[src/rtl/mips_pc_fetch_unit.sv]
// PC, instruction/data registers and memory wait handling for a multicycle MIPS core.
// Optional performance counters are built when MIPS_PERF_CNT_EN is defined.
module mips_pc_fetch_unit #(
  parameter logic [31:0] RESET_PC = 32'h0000_0000,
  parameter int unsigned TIMEOUT  = 16
) (
  input  logic        clock,
  input  logic        reset,
  input  logic        PCWrite,
  input  logic        Branch,
  input  logic        BranchNE,
  input  logic        IorD,
  input  logic        IRWrite,
  input  logic        MemWrite,
  input  logic [1:0]  PCSrc,
  input  logic        Zero,
  input  logic [31:0] alu_result,
  input  logic [31:0] alu_out,
  input  logic [31:0] mem_rdata,
  input  logic        mem_ready,
  output logic [31:0] mem_addr,
  output logic        mem_req,
  output logic        mem_we,
  output logic [31:0] pc,
  output logic [31:0] instr,
  output logic [31:0] data,
  output logic [5:0]  opcode,
  output logic [5:0]  funct,
  output logic        stall,
  output logic        addr_err,
  output logic        bus_err,
  output logic [31:0] instr_count,
  output logic [31:0] branch_count
);

  localparam int unsigned CNT_W = $clog2(TIMEOUT + 1);

  typedef enum logic [1:0] {
    IDLE    = 2'd0,
    WAIT    = 2'd1,
    ABANDON = 2'd2
  } wait_state_e;

  wait_state_e      state_q, state_d;
  logic [CNT_W-1:0] wait_cnt_q, wait_cnt_d;
  logic [31:0]      pc_q, pc_d;
  logic [31:0]      instr_q, instr_d;
  logic [31:0]      data_q, data_d;
  logic             addr_err_q, addr_err_d;
  logic             bus_err_q, bus_err_d;

  logic [31:0]      addr_raw;
  logic [31:0]      rdata_eff;
  logic [31:0]      pc_next;
  logic             access_done;
  logic             abandon_done;
  logic             ir_load;
  logic             taken;
  logic             pc_en;

  // Memory request is suppressed while reset is held so no access leaks out.
  assign mem_req  = reset & (IRWrite | IorD | MemWrite);
  assign mem_we   = reset & MemWrite;
  assign addr_raw = IorD ? alu_out : pc_q;
  assign mem_addr = {addr_raw[31:2], 2'b00};

  assign stall        = mem_req & ~mem_ready & (state_q != ABANDON);
  assign abandon_done = mem_req & (state_q == ABANDON);
  assign access_done  = mem_req & (mem_ready | (state_q == ABANDON));
  assign rdata_eff    = abandon_done ? 32'h0 : mem_rdata;
  assign ir_load      = access_done & IRWrite;

  assign taken = Branch & (BranchNE ? ~Zero : Zero);
  assign pc_en = (PCWrite & ~stall) | taken;

  // Wait-state tracking: count stalled cycles and give up after TIMEOUT of them.
  always_comb begin
    state_d    = state_q;
    wait_cnt_d = wait_cnt_q;
    case (state_q)
      IDLE: begin
        wait_cnt_d = '0;
        if (mem_req & ~mem_ready) state_d = WAIT;
      end
      WAIT: begin
        wait_cnt_d = wait_cnt_q + CNT_W'(1);
        if (mem_ready | ~mem_req) begin
          state_d    = IDLE;
          wait_cnt_d = '0;
        end else if (wait_cnt_d == CNT_W'(TIMEOUT - 1)) begin
          state_d = ABANDON;
        end
      end
      ABANDON: begin
        wait_cnt_d = '0;
        state_d    = IDLE;
      end
      default: begin
        wait_cnt_d = '0;
        state_d    = IDLE;
      end
    endcase
  end

  // Next-PC selection and register load enables.
  always_comb begin
    pc_next = pc_q;
    case (PCSrc)
      2'b00:   pc_next = alu_result;
      2'b01:   pc_next = alu_out;
      2'b10:   pc_next = {pc_q[31:28], instr_q[25:0], 2'b00};
      default: pc_next = pc_q;
    endcase

    pc_d       = pc_en ? pc_next : pc_q;
    instr_d    = ir_load ? rdata_eff : instr_q;
    data_d     = (access_done & IorD & ~MemWrite) ? rdata_eff : data_q;
    addr_err_d = addr_err_q | (mem_req & (addr_raw[1:0] != 2'b00));
    bus_err_d  = bus_err_q | abandon_done;
  end

  always_ff @(posedge clock or negedge reset) begin
    if (!reset) begin
      state_q    <= IDLE;
      wait_cnt_q <= '0;
      pc_q       <= RESET_PC;
      instr_q    <= 32'h0;
      data_q     <= 32'h0;
      addr_err_q <= 1'b0;
      bus_err_q  <= 1'b0;
    end else begin
      state_q    <= state_d;
      wait_cnt_q <= wait_cnt_d;
      pc_q       <= pc_d;
      instr_q    <= instr_d;
      data_q     <= data_d;
      addr_err_q <= addr_err_d;
      bus_err_q  <= bus_err_d;
    end
  end

  assign pc       = pc_q;
  assign instr    = instr_q;
  assign data     = data_q;
  assign opcode   = instr_q[31:26];
  assign funct    = instr_q[5:0];
  assign addr_err = addr_err_q;
  assign bus_err  = bus_err_q;

`ifdef MIPS_PERF_CNT_EN
  logic [31:0] instr_count_q, instr_count_d;
  logic [31:0] branch_count_q, branch_count_d;

  // Free-running event counters; they wrap naturally at 2^32.
  always_comb begin
    instr_count_d  = instr_count_q + 32'(ir_load);
    branch_count_d = branch_count_q + 32'(taken);
  end

  always_ff @(posedge clock or negedge reset) begin
    if (!reset) begin
      instr_count_q  <= 32'h0;
      branch_count_q <= 32'h0;
    end else begin
      instr_count_q  <= instr_count_d;
      branch_count_q <= branch_count_d;
    end
  end

  assign instr_count  = instr_count_q;
  assign branch_count = branch_count_q;
`else
  assign instr_count  = 32'h0;
  assign branch_count = 32'h0;
`endif

endmodule

[config.mk]
export PLATFORM = sky130hd
export DESIGN_NAME = mips_pc_fetch_unit
export DESIGN_NICKNAME = d
export VERILOG_FILES = /design/src/rtl/mips_pc_fetch_unit.sv
export SDC_FILE = /design/constraint.sdc
export NUM_CORES = 1
export LEC_CHECK = 0
export BUFFER_PORTS_ARGS = -buffer_cell sky130_fd_sc_hd__buf_4
export CAP_MARGIN = 20
export CORE_ASPECT_RATIO = 0.9
export CORE_MARGIN = 2
export CORE_UTILIZATION = 40
export CTS_BUF_LIST = sky130_fd_sc_hd__clkbuf_4 sky130_fd_sc_hd__clkbuf_8
export DETAILED_ROUTE_END_ITERATION = 16
export GPL_TIMING_DRIVEN = 1
export PLACE_DENSITY = 0.73
export REMOVE_ABC_BUFFERS = 1
export SLEW_MARGIN = 20
export SYNTH_ARGS = -nofsm -noshare
export SYNTH_HDL_FRONTEND = slang
export SYNTH_SLANG_ARGS = --single-unit
[constraint.sdc]
create_clock -name clock -period 1.7 [get_ports clock]
set_input_delay 0.085 -clock clock [delete_from_list [all_inputs] [get_ports clock]]
set_output_delay 0.085 -clock clock [all_outputs]
set_load 0.05 [all_outputs]
# Word level (Yosys, flattened, before mapping)
# Cells that the tools add are included.
# classes
bitwise_logic	25
n_eq_ne	8
n_reduce_logical	8
n_addsub	1
mux	10
# op_table
cell	n
one-hot mux 32 bit (3 select lines)	1
two-way mux 32 bit	2
AND 1 bit	12
two-way mux 5 bit	2
OR 1 bit	7
two-way mux 2 bit	3
NOT 1 bit	6
adder 5 x 1 -> 5 bit, second input constant	1
equality test 5 x 4 -> 1 bit, second input constant	1
equality test 2 x 1 -> 1 bit, second input constant	2
equality test 2 bit, second input constant	2
zero test 2 bit	2
inequality test 2 bit, second input constant	2
one-hot mux 2 bit (2 select lines)	1
AND reduction 2 bit	2
nonzero test 2 bit	2
inequality test 3 bit, second input constant	1
AND reduction 3 bit	1
nonzero test 3 bit	1
two-way mux 1 bit	1
# word_totals
regBits	105
out_inout_bits	209
wordCells	60

# Logic depth before layout (Yosys ltp)
# depth
depth_word	9
mapped_depth	7

# Worst setup path after synthesis
# No wires, ideal clock.
# synth_timing
path_type	register -> output
start	reg state_q[1]
end	out stall
stages_incl_launch_ff	3
slack_ps	27
arrival_time_ps	1588
t_required_ps	1615
cell_sequence	dfrtp_1 -> nor2b_2 -> nor3_1
# synth_via
elab_chain_len	2
# synth_lines
item	line	rtl
start: declaration	44	wait_state_e state_q, state_d;
start signal: assignment	132	state_q <= state_d;
inequality test 2 bit	67	assign stall = mem_req & ~mem_ready & (state_q != ABANDON);
AND 1 bit	67	
end: declaration	29	output logic stall,
# No other way between the ends.

# Worst setup path in the final report
# layout_timing
start	reg state_q[0]
end	reg pc_q[31], in the netlist pc[31]
# layout_via
elab_chain_len	6
# layout_lines
item	line	rtl
inequality test 2 bit	67	
AND 1 bit	67	
NOT 1 bit	74	assign pc_en = (PCWrite & ~stall) | taken;
AND 1 bit	74	
OR 1 bit	74	
AND reduction 3 bit (no source line)	-	
end signal: assignment	134	pc_q <= pc_d;
end: declaration	46	logic [31:0] pc_q, pc_d;
# No other way between the ends.
# A chain may end at the register's enable or synchronous reset.

==> results.sh <==
export IMPL_synthCells=587
export IMPL_fillCellCount=1241
export IMPL_drc=0
export IMPL_post_place_ws_ps=65.8
export IMPL_core_um2=13900
export IMPL_antenna_left=0
export IMPL_async_reset_ff_share_pct=100
export IMPL_ys_ff_latch=105
export IMPL_syn_area_um2=5620
export IMPL_antenna_found_initial=0
export IMPL_clock_fmax_ghz=0.621
export IMPL_synth_avg_cell_area_um2=9.57
export IMPL_holdCritPathClass="primary input to flip-flop"
export IMPL_clkPwrFrac_pct=16.2
export IMPL_cp_arrival_ps=1860
export IMPL_seq_area_frac_synth_pct=46.8
export IMPL_fin_crit_ps=1610
export IMPL_p_per_area_nw_per_um2=1220
export IMPL_synth_ff_type="dfrtp_1"
export IMPL_synth_distinct_cells=32
export IMPL_initial_utilization_pct=40.6
export IMPL_dp_cells=981
export IMPL_clk_latency_ps=360
export IMPL_hold_viol=0
export IMPL_leakagePower_nw=4.10
export IMPL_portBuffers=250
export IMPL_end_kind="flip-flop"
export IMPL_synth_compound_area_share_pct=14.1
export IMPL_place_hpwl_um=11900
export IMPL_drv_slew=0
export IMPL_synth_xor_area_share_pct=0.624
export IMPL_maxCapViolCount=0
export IMPL_wirelength_um=15700
export IMPL_cts_sinks=105
export IMPL_ir_drop_mv=0.741
export IMPL_rsz0062_at_grt="false"
export IMPL_mostFrequentLayoutCell="buf_4"
export IMPL_synthToLayoutAreaGrowth_pct=42.8
export IMPL_hold_slack_ps=40.6
export IMPL_critPathLaunchType="flip-flop"
export IMPL_yosys_area_share_simple_pct=10.6
export IMPL_gr_total_overflow=0
export IMPL_cts_root_buf="clkbuf_8"
export IMPL_clockBufferDepth=2
export IMPL_finalCritPeriodShare_pct=94.7
export IMPL_yosys_area_share_adder_pct=1.34
export IMPL_finish_instance_area_um2=8020
export IMPL_slew_headroom_pct=50.0
export IMPL_track_usage_pct=20.6
export IMPL_numCtsBuffers=9
export IMPL_setup_viol=0
export IMPL_viasPerCell=4.77
export IMPL_fin_ws_ps=89.5
export IMPL_critPathKind="flip-flop to flip-flop"
export IMPL_combPwrFrac_pct=49.9
export IMPL_power_switching_mw=4.64
export IMPL_die_area_um2=15000
export IMPL_die_h_um=116
export IMPL_total_power_mw=9.79
export IMPL_p_int_mw=5.15
export IMPL_wl_per_cell_um=15.3
export IMPL_drt_iter0_markers=178
export IMPL_drive_gt1_share_pct=39.2
export IMPL_pwr_share_seq_pct=33.9
export IMPL_tns_ps=0
export IMPL_clk_pin_slew_ps=90
export IMPL_layout_common_cells="buf_4 (262), dfrtp_1 (105), nand2_1 (101)"
export IMPL_ios=317
export IMPL_synth_edf_count=0
export IMPL_grt_pass1_vias=4593
export IMPL_cts_tree="yes"
export IMPL_synth_top_family_by_area="compound AO/OA/AOI/OAI gates"
export IMPL_h_tree_depth=3
export IMPL_p_sw_share_pct=47.4
export IMPL_grt_start_max_net_pins=59
export IMPL_fin_skew_ps=14.9
export IMPL_crit_required_ps=1950
export IMPL_place_area_um2=7480
export IMPL_vias=4913
export IMPL_fin_cells=1030
export IMPL_worst_pin_slew_ps=750
export IMPL_firstDrtPassIters=4
export IMPL_outcome="completed"
export IMPL_rows=41
export IMPL_die_width_um=129
export IMPL_diodes=0
export IMPL_grt_pass1_wl_um=24400
export IMPL_gp_congestion=0.801
export IMPL_crit_path_max_fanout=4
export IMPL_yosysWarnings=0
export IMPL_synth_area_mux_share_pct=12.4
export IMPL_finish_utilization_pct=57.9
export IMPL_layout_nets=967
## power groups by stage
stage                     Sequential (mW)  Clock, mW  Combinational (mW)
final                                3.32       1.58                4.89
after global routing                 3.38       1.73                5.12
after CTS                            3.32       1.64                4.90
after detailed placement             3.37          0                4.84
after global placement               3.35          0                4.79
after floorplan                      5.05          0                1.50
## state kept, by name, indices dropped and copies added, names as in the netlist
| signal | flops |
|---|---|
| bus_err | 1 |
| instr | 32 |
| addr_err | 1 |
| state_q | 2 |
| pc | 32 |
| wait_cnt_q | 5 |
| data | 32 |
## synth_stat cells, types with 2 or more instances
library cell  count  area share (%)
buf_4            79              11
o31ai_4           2            0.76
buf_1             2            0.13
nor3_1            3            0.27
buf_2             3            0.27
nand2_1         101             6.7
buf_6             2            0.40
xor2_1            2            0.31
nor2_1           33             2.2
inv_1            12            0.80
a22oi_1          26             3.5
mux2_2           42             8.4
mux2_1           20             4.0
nand2b_1          3            0.33
o21ai_0          70             6.2
nand3_1           8            0.71
a21oi_1          28             2.5
clkbuf_1         27             1.8
xnor2_1           2            0.31
ha_1              6             1.3
dfrtp_1         105              47
## cell type report
class                           count  area [µm²]  share of cell area (%)
Clock buffer                       11         139                    1.73
Tap cell                          172         215                    2.68
Timing Repair Buffer              303        2460                    30.7
Multi-Input combinational cell    422        2470                    30.8
Sequential cell                   105        2630                    32.8
Inverter                           12        45.0                   0.562
Clock inverter                      5        65.1                   0.811
## layer usage
| layer | track usage, % | up-vias | routed length (µm) |
|---|---|---|---|
| li1 | - | 2366 | - |
| met1 | 27.1 | 2329 | 6710 |
| met2 | 34.8 | 194 | 7730 |
| met3 | 4.49 | 24 | 1020 |
| met4 | 5.51 | 0 | 259 |
| met5 | 0 | - | 0 |
## critical path: stages (launching register included)
cell	delay, ps
dfrtp_1	410
nor2b_2	250
o31ai_4	100
a211oi_2	360
mux2_2	380
## logic make-up after synthesis
family,Yosys count
AOI/OAI and AO/OA,133
xor gates and xnor gates,4
adders and majority gates,6
buffers and inverters,125
DFF,105
muxes,62
other,1
and+or+nand+nor,151
## worst paths after layout
check	from	to	slack, ps	cells after the start
worst max-delay path	state_q[0]	pc[31]	90	4
worst min-delay path	mem_rdata[16]	data[16]	40	3
worst max register to register	state_q[0]	pc[31]	90	4
worst min register to register	addr_err	addr_err	480	1
max in group asynchronous	reset	pc[5]	530	4
min in group asynchronous	reset	state_q[1]	440	4
## repair_timing
| item | in CTS | in global routing |
|---|---|---|
| hold buffers | 32 | 0 |
| gates resized for setup | 0 | 1 |
| endpoints found under the hold margin | 103 | 0 |
| setup buffers | 0 | 1 |
| endpoints found under the setup margin | 0 | 14 |
Power figures use the tool's default switching activity.
